`src/rtl/elevator_pkg.sv`:
```
// rtl/elevator_pkg.sv - shared elevator encodings, car state enum and defaults
//
// Purpose: single source of the engine command encodings, the car state
// enum and the default floor count, shared by the car plant and the
// movement controller.
// Ports: none (package).
package elevator_pkg;

  localparam int DEFAULT_NUM_FLOORS = 3;

  localparam logic [1:0] ENG_STOP = 2'b00;
  localparam logic [1:0] ENG_UP   = 2'b01;
  localparam logic [1:0] ENG_DOWN = 2'b10;
  localparam logic [1:0] ENG_RSVD = 2'b11;

  typedef enum logic [2:0] {
    ST_IDLE,
    ST_MOVING,
    ST_OPENING,
    ST_OPEN,
    ST_CLOSING
  } car_state_t;

endpackage

```
`src/rtl/car_plant_if.sv`:
```
// rtl/car_plant_if.sv - controller <-> car plant command/status interface
//
// Purpose: bundles the movement controller's commands and the car plant's
// status reports.
// Signals:
//   engine    : motor command (stop/up/down/reserved), controller -> plant
//   doors     : per-floor door open request, controller -> plant
//   floor     : one-hot current/last-passed floor, plant -> controller
//   moving    : car between floors, plant -> controller
//   arrive    : one-cycle pulse per floor reached, plant -> controller
//   door_open : per-floor door fully open, plant -> controller
//   fault     : sticky illegal-command flag, plant -> controller
// Modports: master = controller side, slave = car plant side.
interface car_plant_if
  import elevator_pkg::*;
#(
  parameter int NUM_FLOORS = DEFAULT_NUM_FLOORS
) ();

  logic [1:0]            engine;
  logic [NUM_FLOORS-1:0] doors;
  logic [NUM_FLOORS-1:0] floor;
  logic                  moving;
  logic                  arrive;
  logic [NUM_FLOORS-1:0] door_open;
  logic                  fault;

  modport master (
    output engine, doors,
    input  floor, moving, arrive, door_open, fault
  );

  modport slave (
    input  engine, doors,
    output floor, moving, arrive, door_open, fault
  );

endinterface

```
`src/rtl/car_plant_shaft_timer.sv`:
```
// rtl/car_plant_shaft_timer.sv - loadable down-counter for travel and door timing
//
// Purpose: counts down from a loaded value and reports when it sits at 0.
// Ports:
//   CLK        : clock, rising edge
//   RST        : asynchronous active-low reset (count clears to 0)
//   load       : load load_value this cycle (takes priority over counting)
//   load_value : value to load
//   done       : count is 0
module shaft_timer #(
  parameter int WIDTH = 3
) (
  input  logic             CLK,
  input  logic             RST,
  input  logic             load,
  input  logic [WIDTH-1:0] load_value,
  output logic             done
);

  logic [WIDTH-1:0] r_count;

  always_ff @(posedge CLK or negedge RST) begin
    if (!RST) begin
      r_count <= '0;
    end else if (load) begin
      r_count <= load_value;
    end else if (r_count != '0) begin
      r_count <= r_count - 1'b1;
    end
  end

  assign done = (r_count == '0);

endmodule

```
`src/rtl/car_plant.sv`:
```
// rtl/car_plant.sv - elevator car and shaft model responding to the movement controller
//
// Purpose: consumes engine/door commands, times floor-to-floor travel and
// door motion, reports position/arrival/door status and flags illegal
// commands (which are otherwise ignored).
// Ports:
//   CLK : clock, rising edge
//   RST : asynchronous active-low reset (car returns to floor 0, doors closed)
//   bus : car_plant_if slave modport (commands in, status out)
module car_plant
  import elevator_pkg::*;
#(
  parameter int NUM_FLOORS   = DEFAULT_NUM_FLOORS,
  parameter int TRAVEL_TICKS = 8,
  parameter int DOOR_TICKS   = 4
) (
  input  logic       CLK,
  input  logic       RST,
  car_plant_if.slave bus
);

  localparam int MAX_TICKS = (TRAVEL_TICKS > DOOR_TICKS) ? TRAVEL_TICKS : DOOR_TICKS;
  localparam int TW        = $clog2(MAX_TICKS);
  localparam logic [TW-1:0] TRAVEL_LOAD = TW'(TRAVEL_TICKS - 1);
  localparam logic [TW-1:0] DOOR_LOAD   = TW'(DOOR_TICKS - 1);

  car_state_t            r_state;
  car_state_t            w_state_nxt;
  logic                  r_dir_up;
  logic                  w_dir_up_nxt;
  logic [NUM_FLOORS-1:0] r_floor;
  logic [NUM_FLOORS-1:0] w_floor_nxt;
  logic [NUM_FLOORS-1:0] w_floor_shift;
  logic [NUM_FLOORS-1:0] r_door_open;
  logic [NUM_FLOORS-1:0] w_door_open_nxt;
  logic                  r_moving;
  logic                  r_arrive;
  logic                  r_fault;
  logic                  w_fault_nxt;
  logic                  w_load;
  logic [TW-1:0]         w_load_value;
  logic                  w_done;
  logic                  w_door_req;
  logic                  w_door_hold;
  logic                  w_at_top;
  logic                  w_at_bottom;
  logic                  w_shift_end;
  logic                  w_continue;

  // A door request is honoured only when the current floor's bit is the
  // sole bit set; any other bit makes the whole request illegal.
  assign w_door_req  = (bus.doors == r_floor);
  assign w_door_hold = |(bus.doors & r_floor);
  assign w_at_top    = r_floor[NUM_FLOORS-1];
  assign w_at_bottom = r_floor[0];

  // One-hot shift in the travel direction, held at the end stops.
  assign w_floor_shift = r_dir_up ? (w_at_top    ? r_floor : (r_floor << 1))
                                  : (w_at_bottom ? r_floor : (r_floor >> 1));
  assign w_shift_end   = r_dir_up ? w_floor_shift[NUM_FLOORS-1] : w_floor_shift[0];
  assign w_continue    = (bus.engine == (r_dir_up ? ENG_UP : ENG_DOWN)) && !w_shift_end;

  // Travel and door motion never overlap, so one timer serves both.
  shaft_timer #(.WIDTH(TW)) u_shaft_timer (
    .CLK        (CLK),
    .RST        (RST),
    .load       (w_load),
    .load_value (w_load_value),
    .done       (w_done)
  );

  always_ff @(posedge CLK or negedge RST) begin
    if (!RST) begin
      r_state <= ST_IDLE;
    end else begin
      r_state <= w_state_nxt;
    end
  end

  always_comb begin
    w_state_nxt  = r_state;
    w_dir_up_nxt = r_dir_up;
    w_load       = 1'b0;
    w_load_value = TRAVEL_LOAD;
    case (r_state)
      ST_IDLE: begin
        if (w_door_req) begin
          w_state_nxt  = ST_OPENING;
          w_load       = 1'b1;
          w_load_value = DOOR_LOAD;
        end else if (bus.engine == ENG_UP && !w_at_top) begin
          w_state_nxt  = ST_MOVING;
          w_dir_up_nxt = 1'b1;
          w_load       = 1'b1;
        end else if (bus.engine == ENG_DOWN && !w_at_bottom) begin
          w_state_nxt  = ST_MOVING;
          w_dir_up_nxt = 1'b0;
          w_load       = 1'b1;
        end
      end
      ST_MOVING: begin
        if (w_done) begin
          if (w_continue) begin
            w_load = 1'b1;
          end else begin
            w_state_nxt = ST_IDLE;
          end
        end
      end
      ST_OPENING: begin
        if (w_done) begin
          w_state_nxt = ST_OPEN;
        end
      end
      ST_OPEN: begin
        if (!w_door_hold) begin
          w_state_nxt  = ST_CLOSING;
          w_load       = 1'b1;
          w_load_value = DOOR_LOAD;
        end
      end
      ST_CLOSING: begin
        if (w_done) begin
          w_state_nxt = ST_IDLE;
        end
      end
      default: begin
        w_state_nxt = ST_IDLE;
      end
    endcase
  end

  always_comb begin
    w_floor_nxt     = r_floor;
    w_door_open_nxt = (w_state_nxt == ST_OPEN) ? r_floor : '0;
    w_fault_nxt     = r_fault;

    if (r_state == ST_MOVING && w_done) begin
      w_floor_nxt = w_floor_shift;
    end

    if (bus.engine == ENG_RSVD) begin
      w_fault_nxt = 1'b1;
    end
    // Covers both a wrong-floor request and more than one bit set.
    if ((bus.doors & ~r_floor) != '0) begin
      w_fault_nxt = 1'b1;
    end
    case (r_state)
      ST_IDLE: begin
        if ((bus.engine == ENG_UP && w_at_top) || (bus.engine == ENG_DOWN && w_at_bottom)) begin
          w_fault_nxt = 1'b1;
        end
        // Door request wins over a simultaneous engine command.
        if (w_door_req && bus.engine != ENG_STOP) begin
          w_fault_nxt = 1'b1;
        end
      end
      ST_OPENING, ST_OPEN, ST_CLOSING: begin
        if (bus.engine != ENG_STOP) begin
          w_fault_nxt = 1'b1;
        end
      end
      default: begin
      end
    endcase
  end

  always_ff @(posedge CLK or negedge RST) begin
    if (!RST) begin
      r_floor     <= NUM_FLOORS'(1);
      r_dir_up    <= 1'b0;
      r_moving    <= 1'b0;
      r_arrive    <= 1'b0;
      r_door_open <= '0;
      r_fault     <= 1'b0;
    end else begin
      r_floor     <= w_floor_nxt;
      r_dir_up    <= w_dir_up_nxt;
      r_moving    <= (w_state_nxt == ST_MOVING);
      r_arrive    <= (r_state == ST_MOVING) && w_done;
      r_door_open <= w_door_open_nxt;
      r_fault     <= w_fault_nxt;
    end
  end

  assign bus.floor     = r_floor;
  assign bus.moving    = r_moving;
  assign bus.arrive    = r_arrive;
  assign bus.door_open = r_door_open;
  assign bus.fault     = r_fault;

endmodule

```
`src/flat_wrapper.sv`:
```
// flat-port wrapper written by rule: the top's interface ports become plain ports
module car_plant_flat import elevator_pkg::*;
#(
  parameter int NUM_FLOORS   = DEFAULT_NUM_FLOORS,
  parameter int TRAVEL_TICKS = 8,
  parameter int DOOR_TICKS   = 4
)
  (CLK, RST, bus_engine, bus_doors, bus_floor, bus_moving, bus_arrive, bus_door_open, bus_fault);
  car_plant_if #(.NUM_FLOORS(NUM_FLOORS)) bus_i ();
  input  logic CLK;
  input  logic RST;
  input wire logic [$bits(bus_i.engine)-1:0] bus_engine;
  input wire logic [$bits(bus_i.doors)-1:0] bus_doors;
  output wire logic [$bits(bus_i.floor)-1:0] bus_floor;
  output wire logic [$bits(bus_i.moving)-1:0] bus_moving;
  output wire logic [$bits(bus_i.arrive)-1:0] bus_arrive;
  output wire logic [$bits(bus_i.door_open)-1:0] bus_door_open;
  output wire logic [$bits(bus_i.fault)-1:0] bus_fault;
  assign bus_i.engine = bus_engine;
  assign bus_i.doors = bus_doors;
  assign bus_floor = bus_i.floor;
  assign bus_moving = bus_i.moving;
  assign bus_arrive = bus_i.arrive;
  assign bus_door_open = bus_i.door_open;
  assign bus_fault = bus_i.fault;
  car_plant #(.NUM_FLOORS(NUM_FLOORS), .TRAVEL_TICKS(TRAVEL_TICKS), .DOOR_TICKS(DOOR_TICKS)) u_core (.CLK(CLK), .RST(RST), .bus(bus_i));
endmodule
```
`config.mk`:
```
export PLATFORM = sky130hd
export DESIGN_NAME = car_plant_flat
export DESIGN_NICKNAME = d
export VERILOG_FILES = /design/src/rtl/elevator_pkg.sv /design/src/rtl/car_plant_if.sv /design/src/rtl/car_plant_shaft_timer.sv /design/src/rtl/car_plant.sv /design/src/flat_wrapper.sv
export SDC_FILE = /design/constraint.sdc
export NUM_CORES = 1
export LEC_CHECK = 0
export ABC_AREA = 0
export CAP_MARGIN = 20
export CORE_MARGIN = 8
export CORE_UTILIZATION = 40
export DETAILED_ROUTE_END_ITERATION = 12
export PLACE_DENSITY = 0.7
export SYNTH_ARGS = -nofsm -noshare
export SYNTH_HDL_FRONTEND = slang
export SYNTH_SLANG_ARGS = --single-unit
```
`constraint.sdc`:
```
create_clock -name CLK -period 2.3 [get_ports CLK]
set_input_delay 0.23 -clock CLK [delete_from_list [all_inputs] [get_ports CLK]]
set_output_delay 0.23 -clock CLK [all_outputs]
set_load 0.02 [all_outputs]
```
==> results of run 1 <==
==> sequential cells by signal (all words and copies together), names as in the netlist <==
| register | flops |
|---|---|
| u_core.bus.arrive | 1 |
| u_core.bus.floor | 3 |
| u_core.bus.fault | 1 |
| u_core.r_state | 3 |
| u_core.r_dir_up | 1 |
| u_core.u_shaft_timer.r_count | 3 |
| u_core.bus.moving | 1 |
| u_core.bus.door_open | 3 |
==> layout by cell type, fill, tap and decap left out, drive strengths merged <==
cell type      Yosys  layout
clkbuf             1       4
or3                1       1
nor3               1       1
o32ai              1       1
nand3              2       2
or4bb              1       1
o22a               1       1
dfstp              1       1
nor2               6       6
nor4               1       1
maj3               1       1
a211oi             3       3
clkdlybuf4s50      0      15
and3               2       2
nand2              6       6
o21a               1       1
or3b               2       2
o21ai              6       6
inv               10      10
a31oi              2       2
ha                 8       8
nand3b             1       1
or4b               1       1
dfrtp             15      15
xor2               1       1
and4               1       1
a21oi              8       8
nand2b             1       1
a2bb2oi            1       1
o22ai              2       2
o221ai             1       1
and2               3       3
nor3b              1       1
o211ai             1       1
==> per-stage QoR <==
stage | util | instances | hold slack [ns] | setup WS, ns
6_report | 0.511 | 140 | 0.379 | 0.405
4_1_cts | 0.511 | 140 | 0.396 | 0.419
3_3_place_gp | 0.500 | 136 | 0.465 | 0.467
3_5_place_dp | 0.500 | 136 | 0.473 | 0.430
5_1_grt | 0.511 | 140 | 0.412 | 0.297
2_1_floorplan | - | 96 | -0.0656 | 0.556
==> power by group through the flow <==
stage | clock network [mW] | logic [mW] | registers (mW)
after CTS | 0.160 | 0.443 | 0.445
after global placement | 0 | 0.433 | 0.451
final | 0.154 | 0.439 | 0.447
after global routing | 0.179 | 0.488 | 0.455
after detailed placement | 0 | 0.440 | 0.452
after floorplan | 0 | 0.297 | 0.458
==> logic make-up (layout without fill, tap and decap cells) <==
logic type	count (synthesis)	in the layout	share of synthesized area
xor gates and xnor gates	1	1	0.00921
buffers and inverters	13	29	0.0605
AOI/OAI and AO/OA	27	27	0.201
and+or+nand+nor	30	30	0.191
adders and majority gates	9	9	0.116
DFF	16	16	0.422
==> Yosys cell counts (3+ instances only) <==
master and instances:
o21ai_1 3, and2_1 3, o21ai_0 3, inv_1 9, nor2_1 6, ha_1 8, dfrtp_1 15, a21oi_1 6
nand2_1 6
==> final cells by class <==
type	count	area (µm²)	share of cell area
multi-input combinational	67	492	0.430
sequential	16	402	0.352
timing repair buffer	15	150	0.131
inverter	10	37.5	0.0329
tap	28	35.0	0.0307
clock buffer	4	26.3	0.0230
==> layer usage <==
| layer | global-route usage | part of all wire | vias up |
|---|---|---|---|
| met1 | 0.121 | 0.47 | 347 |
| li1 | - | - | 376 |
| met3 | 0.0258 | 0.058 | 4 |
| met2 | 0.130 | 0.45 | 15 |
| met5 | 0 | 0 | - |
| met4 | 0.0409 | 0.015 | 0 |
==> worst max-delay path by stage <==
stage                                          from                                           to  slack [ns]
detailed placement  u_core.bus.floor[0]$_DFFE_PN1P_  u_core.u_shaft_timer.r_count[1]$_DFFE_PN0P_        0.43
floorplan           u_core.bus.floor[0]$_DFFE_PN1P_  u_core.u_shaft_timer.r_count[1]$_DFFE_PN0P_        0.56
global placement                      bus_engine[0]  u_core.u_shaft_timer.r_count[2]$_DFFE_PN0P_        0.47
finish              u_core.bus.floor[0]$_DFFE_PN1P_                  u_core.r_state[1]$_DFF_PN0_        0.40
global route        u_core.bus.floor[0]$_DFFE_PN1P_                  u_core.r_state[1]$_DFF_PN0_        0.30
CTS                 u_core.bus.floor[0]$_DFFE_PN1P_                  u_core.r_state[1]$_DFF_PN0_        0.42
==> impl_table.tex, run 1 <==
\begin{tabular}{lr}
\hline
Metric & Value \\
\hline
\multicolumn{2}{l}{\textbf{Floorplanning}} \\
Initial cell density of the core & 0.426 \\
Overall die width & roughly 65 µm \\
Chip Height & 64.8 µm \\
CORE AREA & 2230 µm² \\
\# IOs & 16 \\
Row Count & 17 \\
Die area & around 4200 µm² \\
\multicolumn{2}{l}{\textbf{GRT}} \\
Vias in the first global route & 667 \\
Remaining global-route overflow & 0 \\
Global routing usage summed across all routing layers & 0.0903 \\
Maximum number of pins on one net before global-route repair & 17 \\
Initial antenna violation count & 0 \\
First-pass GRT wire length & about 3000 µm \\
\multicolumn{2}{l}{\textbf{Timing}} \\
RSZ-0062 raised after global routing & no \\
Final critical path time including I/O delays and setup & 1.90 ns \\
Pin slew with the least headroom to its limit & 0.740 ns \\
Maximum operating frequency & around 530 MHz \\
Final number of setup-violating endpoints & 0 \\
Post-route fraction of the period consumed by the critical path & 0.824 \\
Worst clock skew & roughly 0.0011 ns \\
Setup tns final & 0 ns \\
Max-slew violations & 0 \\
Count of final hold-check violations & 0 \\
Slew HR & 0.505 \\
\multicolumn{2}{l}{\textbf{Setup path}} \\
CP top delay family & flip-flops \\
End of the worst register-to-register path & u\_core.r\_state[1]\$\_DFF\_PN0\_ \\
R2R depth & 6 \\
Worst R2R Setup Slack & 0.40 ns \\
Worst R2R Start & u\_core.bus.floor[0]\$\_DFFE\_PN1P\_ \\
Ordered list of cells on the worst path & inv\_1 -> ha\_1 -> and3\_1 -> a21oi\_1 -> o22ai\_1 -> o21a\_1 \\
Critical Path Sink Type & flip-flop \\
Crit path buf inv count & 1 \\
Endpoint required time on the critical path & 2.53 ns \\
CP Launch Type & flip-flop \\
Arrival time at the worst endpoint & 2.12 ns \\
Slowest cell delay on critical path & 0.66 ns \\
Worst Path Class, Setup & flip-flop to flip-flop \\
Largest fanout on the critical path & 12 \\
CP max-delay cell & dfstp\_2 \\
Instance count on the critical path & 6 \\
\multicolumn{2}{l}{\textbf{Logic synthesis}} \\
Library cell occupying the most area in the post-synthesis netlist & dfrtp\_1 \\
Distinct cell type count after synthesis & 39 \\
Total nets after synthesis & 111 \\
Async set-or-reset flop fraction in the synthesized netlist & 1.00 \\
Synthesized instance count & 96 \\
Count of flip-flops with a built-in enable after synthesis & 0 \\
Post-synthesis instance area & 951 µm² \\
Most area-consuming cells after synthesis & dfrtp\_1, ha\_1, inv\_1 \\
Post-synthesis register bit count & 16 \\
Share of synthesized area occupied by flip-flops and latches & 0.422 \\
Portion of synthesized cell area occupied by the leading cell type & 0.395 \\
Synthesized area per cell & 9.91 µm² \\
Prevailing post-synth register cell & dfrtp\_1 \\
Total number of yosys warnings & 0 \\
\multicolumn{2}{l}{\textbf{Cells and area}} \\
\# nets final & about 130 \\
P\&R area growth vs syn & 20.1\% \\
Non-Filler Cell Area, Final & roughly 1100 µm² \\
Count of inserted antenna diode cells & 0 \\
Proportion of layout cells with a drive suffix above 1 & 0.107 \\
FILL cells & $\sim$200 \\
\multicolumn{2}{l}{\textbf{Clocking}} \\
TritonCTS clock tree & yes \\
Total clock buffers created by CTS & 3 \\
Clk Tree Root Cell & clkbuf\_4 \\
Number of H-tree branching levels & 1 \\
Hold-fix buffers at CTS & 0 \\
Number of resized instances in the post-cts repair step & 0 \\
Latest clock arrival within the worst-skew pair & 0.28 ns \\
Clock transition at the registers of the reported paths & 0.09 ns \\
Post-CTS Setup Bufs & 0 \\
Sink count of the clock tree & 16 \\
Clk buf depth & 2 \\
\multicolumn{2}{l}{\textbf{Power}} \\
Power consumption & 1.04 mW \\
Sequential fraction of design power & 0.430 \\
Power share of the clock group & 0.148 \\
Fraction of power consumed by combinational cells & 0.422 \\
Maximum vdd ir drop & 0.538 mV \\
Psw & 0.402 mW \\
Internal power contribution & 0.639 mW \\
Switching power share of the total & 0.386 \\
Leakage Power & 0.509 nW \\
PD cells & 911 nW/µm² \\
\multicolumn{2}{l}{\textbf{Flow run}} \\
Reported max-cap violation count & 0 \\
\multicolumn{2}{l}{\textbf{Detailed routing}} \\
Count of TritonRoute iterations in the first routing pass & 4 \\
Number of nets still failing antenna checks after routing & 0 \\
Final routed wirelength across all metal layers & 1890 µm \\
Detailed-route DRC error count & 0 \\
Vias per Instance & 5.30 \\
Number of DRC markers after the initial detailed-route iteration & 21 \\
Total via count in the routed design & 742 \\
Avg WL per Cell & about 14 µm \\
\multicolumn{2}{l}{\textbf{Placed design}} \\
Total placed instance area & 1120 µm² \\
IO buf count & 15 \\
Estimated wirelength of the detail-placed design & 1460 µm \\
Routability-driven placement congestion ratio & 0.892 \\
\multicolumn{2}{l}{\textbf{Outcome}} \\
Outcome & finished clean \\
\multicolumn{2}{l}{\textbf{Hold path}} \\
Hold crit path type & input pin to asynchronous set/reset pin \\
\hline
\end{tabular}
Power figures use the tool's default switching activity.
==> run 2, diff against run 1 <==
--- a/config.mk
+++ b/config.mk
@@ -10,7 +10,7 @@
 export CORE_MARGIN = 8
 export CORE_UTILIZATION = 40
 export DETAILED_ROUTE_END_ITERATION = 12
-export PLACE_DENSITY = 0.7
+export PLACE_DENSITY = 0.72
 export SYNTH_ARGS = -nofsm -noshare
 export SYNTH_HDL_FRONTEND = slang
 export SYNTH_SLANG_ARGS = --single-unit
==> constraint.sdc (replaced) <==
create_clock -name CLK -period 1.5 [get_ports CLK]
set_input_delay 0.15 -clock CLK [delete_from_list [all_inputs] [get_ports CLK]]
set_output_delay 0.15 -clock CLK [all_outputs]
set_load 0.02 [all_outputs]
==> run 2 against run 1 <==
Compared with the run above:
- total power rose by 81%
- via count rose by 15%
- register-to-register slack worse by 0.53 ns
- sequential power is 48% higher
- critical path type unchanged
- critical endpoint is now u_core.bus.moving$_DFF_PN0_
- largest cell class unchanged
- die area unchanged
- clock power is 88% higher
- the run now ends with setup timing left
- hold slack worse by 0.22 ns
- non-clock buffer count is 19 higher
==> impl_table.tex, run 2 (synthesis gave the netlist of run 1 again) <==
\begin{tabular}{lr}
\hline
Metric & Value \\
\hline
\multicolumn{2}{l}{\textbf{Cells and area}} \\
P\&R area growth vs syn & 47.6\% \\
Count of inserted antenna diode cells & 0 \\
Most frequent cells in the layout & buf\_4, dfrtp\_1, clkdlybuf4s50\_1 \\
Proportion of layout cells with a drive suffix above 1 & 0.397 \\
\# nets final & 147 \\
Utilization after layout & 0.629 \\
Non-Filler Cell Area, Final & 1400 µm² \\
Most common library cell in the layout ignoring fill and taps & buf\_4 \\
\multicolumn{2}{l}{\textbf{Detailed routing}} \\
Detailed-route DRC error count & 0 \\
Vias per Instance & about 5.4 \\
Avg WL per Cell & approximately 14 µm \\
Number of nets still failing antenna checks after routing & 0 \\
Count of TritonRoute iterations in the first routing pass & 4 \\
Number of DRC markers after the initial detailed-route iteration & 26 \\
Total via count in the routed design & roughly 850 \\
Final routed wirelength across all metal layers & 2290 µm \\
\multicolumn{2}{l}{\textbf{Clocking}} \\
Sink count of the clock tree & 16 \\
Clk buf depth & 2 \\
Latest clock arrival within the worst-skew pair & 0.29 ns \\
Clk Tree Root Cell & clkbuf\_4 \\
Number of H-tree branching levels & 1 \\
TritonCTS clock tree & yes \\
Total clock buffers created by CTS & 3 \\
Clock transition at the registers of the reported paths & around 0.1 ns \\
Hold-fix buffers at CTS & 0 \\
\multicolumn{2}{l}{\textbf{Timing}} \\
PnR worst setup slack & -0.120 ns \\
Max-slew violations & 0 \\
RSZ-0062 raised after global routing & yes \\
Pin slew with the least headroom to its limit & roughly 0.31 ns \\
Post-route fraction of the period consumed by the critical path & 1.08 \\
Worst clock skew & approximately 0.011 ns \\
Final critical path time including I/O delays and setup & 1.62 ns \\
Maximum operating frequency & 617 MHz \\
Smallest hold slack & around 0.16 ns \\
Count of final hold-check violations & 0 \\
Final number of setup-violating endpoints & 7 \\
Slew HR & 0.793 \\
\multicolumn{2}{l}{\textbf{Placed design}} \\
Total placed instance area & 1270 µm² \\
Estimated wirelength of the detail-placed design & 1660 µm \\
Worst Setup Slack post-DPL & -0.237 ns \\
Routability-driven placement congestion ratio & 0.809 \\
IO buf count & 15 \\
\multicolumn{2}{l}{\textbf{Floorplanning}} \\
CORE AREA & 2230 µm² \\
\# IOs & 16 \\
Chip Height & 64.8 µm \\
Die area & $\sim$4200 µm² \\
Initial cell density of the core & 0.426 \\
Row Count & 17 \\
Overall die width & 64.8 µm \\
\multicolumn{2}{l}{\textbf{GRT}} \\
Remaining global-route overflow & 0 \\
Maximum number of pins on one net before global-route repair & 17 \\
Global routing usage summed across all routing layers & 0.111 \\
Initial antenna violation count & 0 \\
Vias in the first global route & 870 \\
First-pass GRT wire length & 3820 µm \\
\multicolumn{2}{l}{\textbf{Setup path}} \\
Largest fanout on the critical path & 4 \\
Critical Path Sink Type & flip-flop \\
CP max-delay cell & or4bb\_1 \\
Endpoint required time on the critical path & between 1.5 and 2 ns \\
Arrival time at the worst endpoint & between 1.5 and 2 ns \\
Slowest cell delay on critical path & 0.52 ns \\
Ordered list of cells on the worst path & buf\_4 -> or4bb\_1 -> a21oi\_4 -> o21ai\_2 -> a21oi\_2 \\
Worst Path Class, Setup & flip-flop to flip-flop \\
CP Launch Type & flip-flop \\
\multicolumn{2}{l}{\textbf{Outcome}} \\
Failing checks & setup timing \\
Outcome & finished, violations left \\
\multicolumn{2}{l}{\textbf{Power}} \\
Power consumption & about 1.9 mW \\
Leakage Power & 0.619 nW \\
Maximum vdd ir drop & 0.827 mV \\
PD cells & $\sim$1300 nW/µm² \\
\multicolumn{2}{l}{\textbf{Flow run}} \\
Reported max-cap violation count & 0 \\
\multicolumn{2}{l}{\textbf{Hold path}} \\
Hold crit path type & input pin to asynchronous set/reset pin \\
\hline
\end{tabular}
[run 2: layout make-up]
| type | instances | area, µm² |
|---|---|---|
| fill | 196 | 830 |
| timing repair buffer | 34 | 292 |
| inverter | 10 | 40.0 |
| sequential | 16 | 403 |
| tap | 28 | 35.0 |
| clock buffer | 4 | 36.3 |
| multi-input combinational | 67 | 598 |
[run 2: through the flow]
step                      std cells  TNS (ns)
after floorplan                  96    -0.399
after global placement          151     -1.34
after detailed placement        151     -1.62
after CTS                       159    -0.457
after global routing            159    -0.991
final                           159    -0.555
[run 2: metal layers]
layer  vias up  part of all wire  track usage
met5         -                 0            0
met4         0            0.0074       0.0191
met3         2             0.077       0.0361
met2        29              0.48        0.186
met1       411              0.43        0.138
li1        412                 -            -
[run 2: path summary, 6_finish.rpt]
check                                                start                                           to  slack (ns)  depth (start not counted)
max                        u_core.bus.floor[2]$_DFFE_PN0P_                  u_core.bus.moving$_DFF_PN0_       -0.12                          5
min                                                    RST  u_core.u_shaft_timer.r_count[2]$_DFFE_PN0P_        0.16                          2
max reg2reg                u_core.bus.floor[2]$_DFFE_PN0P_                  u_core.bus.moving$_DFF_PN0_       -0.12                          5
min reg2reg                     u_core.bus.fault$_DFF_PN0_                   u_core.bus.fault$_DFF_PN0_        0.50                          2
max in group asynchronous                              RST              u_core.bus.floor[0]$_DFFE_PN1P_        1.08                          2
min in group CLK                u_core.bus.fault$_DFF_PN0_                   u_core.bus.fault$_DFF_PN0_        0.50                          2
[run 2: where the power goes]
group / switching, mW / leakage (nW) / internal, mW
combinational: 0.484 / 0.405 / 0.448
sequential: 0.101 / 0.193 / 0.560
clock: 0.142 / 0.0210 / 0.148
total: 0.727 / 0.619 / 1.16
[run 2: critical path: cells and delay by family (launching register included)]
family	cells	cell delay, ns
AO/OA/AOI/OAI	3	0.44
buffers and inverters	1	0.15
flip-flops	1	0.44
AND/OR/NAND/NOR	1	0.52
[run 2: what timing repair did]
item | in CTS | in global routing
gates resized for setup | 8 | 11
pin swaps | 8 | 5
setup buffers | 4 | 0
setup endpoints to repair | 11 | 12
gates cloned | 0 | 0
==> run 3, diff against run 2 <==
--- a/config.mk
+++ b/config.mk
@@ -7,10 +7,12 @@
 export LEC_CHECK = 0
 export ABC_AREA = 0
 export CAP_MARGIN = 20
-export CORE_MARGIN = 8
-export CORE_UTILIZATION = 40
+export CELL_PAD_IN_SITES_DETAIL_PLACEMENT = 0
+export CELL_PAD_IN_SITES_GLOBAL_PLACEMENT = 1
+export CORE_MARGIN = 2
+export CORE_UTILIZATION = 35
 export DETAILED_ROUTE_END_ITERATION = 12
-export PLACE_DENSITY = 0.72
+export PLACE_DENSITY_LB_ADDON = 0.1
 export SYNTH_ARGS = -nofsm -noshare
 export SYNTH_HDL_FRONTEND = slang
 export SYNTH_SLANG_ARGS = --single-unit
==> run 3 against run 2 <==
Compared with the run above:
- the run still ends with setup timing left
- sequential cell count is the same
- sequential power is essentially flat
- highest routed layer unchanged
- via count shrank 1.4%
- non-clock buffer count grew 3
- clock power is essentially flat
- clock-buffer cell count is the same
- critical path type unchanged
- combinational power grew 7%
==> impl_table.tex, run 3 (synthesis gave the netlist of run 1 again) <==
\begin{tabular}{lr}
\hline
Metric & Value \\
\hline
\multicolumn{2}{l}{\textbf{Flow run}} \\
Reported max-cap violation count & 0 \\
\multicolumn{2}{l}{\textbf{Floorplanning}} \\
CORE AREA & 2520 µm² \\
Initial cell density of the core & 0.377 \\
Overall die width & 56.1 µm \\
Chip Height & approximately 56 µm \\
Die area & roughly 3200 µm² \\
\# IOs & 16 \\
Row Count & 18 \\
\multicolumn{2}{l}{\textbf{GRT}} \\
Vias in the first global route & 837 \\
Initial antenna violation count & 0 \\
Maximum number of pins on one net before global-route repair & 10 \\
Remaining global-route overflow & 0 \\
Met3 Use GR & 0.0442 \\
Global routing usage summed across all routing layers & 0.161 \\
First-pass GRT wire length & $\sim$4000 µm \\
Grt met2 use & 0.250 \\
Global routing usage on met1 & 0.220 \\
Most crowded layer after global routing & met2 \\
\multicolumn{2}{l}{\textbf{Clocking}} \\
Total clock buffers created by CTS & 3 \\
Number of H-tree branching levels & 1 \\
Sink count of the clock tree & 16 \\
Clk Tree Root Cell & clkbuf\_4 \\
TritonCTS clock tree & yes \\
Clock transition at the registers of the reported paths & 0.10 ns \\
Clk buf depth & 2 \\
Hold-fix buffers at CTS & 0 \\
Latest clock arrival within the worst-skew pair & 0.29 ns \\
\multicolumn{2}{l}{\textbf{Power}} \\
Maximum vdd ir drop & between 0.8 and 0.9 mV \\
Power consumption & a little under 2 mW \\
PD cells & 1300 nW/µm² \\
Leakage Power & 0.637 nW \\
\multicolumn{2}{l}{\textbf{Timing}} \\
Maximum operating frequency & 622 MHz \\
Final number of setup-violating endpoints & 6 \\
Slew HR & 0.720 \\
Setup tns final & -0.384 ns \\
PnR worst setup slack & -0.108 ns \\
Smallest hold slack & 0.149 ns \\
Final critical path time including I/O delays and setup & 1.61 ns \\
Pin slew with the least headroom to its limit & 0.419 ns \\
RSZ-0062 raised after global routing & yes \\
Post-route fraction of the period consumed by the critical path & 1.07 \\
Max-slew violations & 0 \\
Worst clock skew & roughly 0.002 ns \\
Count of final hold-check violations & 0 \\
\multicolumn{2}{l}{\textbf{Cells and area}} \\
Most frequent cells in the layout & buf\_4, dfrtp\_1, clkdlybuf4s50\_1 \\
FILL cells & 227 \\
Most common library cell in the layout ignoring fill and taps & buf\_4 \\
Count of inserted antenna diode cells & 0 \\
P\&R area growth vs syn & 57.1\% \\
Proportion of layout cells with a drive suffix above 1 & 0.440 \\
Utilization after layout & 0.592 \\
\# nets final & 150 \\
\multicolumn{2}{l}{\textbf{Hold path}} \\
Hold crit path type & input pin to asynchronous set/reset pin \\
\multicolumn{2}{l}{\textbf{Placed design}} \\
Estimated wirelength of the detail-placed design & about 1700 µm \\
Routability-driven placement congestion ratio & 0.773 \\
IO buf count & 15 \\
Worst Setup Slack post-DPL & -0.226 ns \\
\multicolumn{2}{l}{\textbf{Setup path}} \\
CP Launch Type & flip-flop \\
Worst Path Class, Setup & flip-flop to flip-flop \\
Largest fanout on the critical path & 4 \\
Critical Path Sink Type & flip-flop \\
Arrival time at the worst endpoint & 1.85 ns \\
Endpoint required time on the critical path & 1.74 ns \\
\multicolumn{2}{l}{\textbf{Outcome}} \\
Outcome & finished, violations left \\
Failing checks & setup timing \\
\multicolumn{2}{l}{\textbf{Detailed routing}} \\
Avg WL per Cell & 13.9 µm \\
Vias per Instance & 5.13 \\
Final routed wirelength across all metal layers & approximately 2300 µm \\
Detailed-route DRC error count & 0 \\
Number of nets still failing antenna checks after routing & 0 \\
Total via count in the routed design & roughly 840 \\
Number of DRC markers after the initial detailed-route iteration & 10 \\
Count of TritonRoute iterations in the first routing pass & 4 \\
\hline
\end{tabular}
==> run 3: through the flow <==
stage | cells | area [µm²]
2_1_floorplan | 96 | 997
3_5_place_dp | 156 | 1300
4_1_cts | 163 | 1430
3_3_place_gp | 156 | 1300
5_1_grt | 164 | 1490
6_report | 164 | 1490
==> run 3: final timing paths <==
kind	from	slack [ns]	cells past startpoint	to
min	RST	0.15	1	u_core.r_dir_up$_DFFE_PN0P_
max in group asynchronous	RST	0.89	2	u_core.r_state[0]$_DFF_PN0_
min reg2reg	u_core.u_shaft_timer.r_count[1]$_DFFE_PN0P_	0.52	2	u_core.u_shaft_timer.r_count[1]$_DFFE_PN0P_
min in group CLK	u_core.u_shaft_timer.r_count[1]$_DFFE_PN0P_	0.52	2	u_core.u_shaft_timer.r_count[1]$_DFFE_PN0P_
max	u_core.bus.floor[0]$_DFFE_PN1P_	-0.11	6	u_core.r_state[1]$_DFF_PN0_
max reg2reg	u_core.bus.floor[0]$_DFFE_PN1P_	-0.11	6	u_core.r_state[1]$_DFF_PN0_
==> run 3: where the power goes <==
part           total (mW)  switching, mW  internal, mW
clock               0.291          0.143         0.148
sequential          0.658         0.0978         0.560
combinational        1.00          0.510         0.491
total                1.95          0.751          1.20
==> run 3: final cells by class <==
type	instances	area, µm²	share of cell area
Tap cell	30	37.5	0.0251
Clock buffer	4	36.3	0.0243
Multi-Input combinational cell	67	658	0.441
Sequential cell	16	403	0.270
Timing Repair Buffer	37	319	0.214
Inverter	10	40.0	0.0268
==> run 3: worst max-delay path: stages, from the launching register on <==
cell	delay (ns)
dfstp_2	0.63
inv_4	0.06
ha_4	0.28
and3_4	0.22
a21oi_2	0.07
o22ai_2	0.16
o21a_1	0.15
==> run 3: repair_timing <==
item	CTS	global route
pin swaps	5	9
endpoints found under the setup margin	14	13
endpoints found under the hold margin	0	0
buffers inserted	3	1
resized for setup	16	16
cloned	0	0
==> run 3: routing by layer <==
metal / routed length, µm / part of all wire / vias up
li1: - / - / 419
met1: 1100 / 0.48 / 399
met2: 1060 / 0.46 / 19
met3: 95 / 0.042 / 5
met4: 24 / 0.011 / 0
met5: 0 / 0 / -
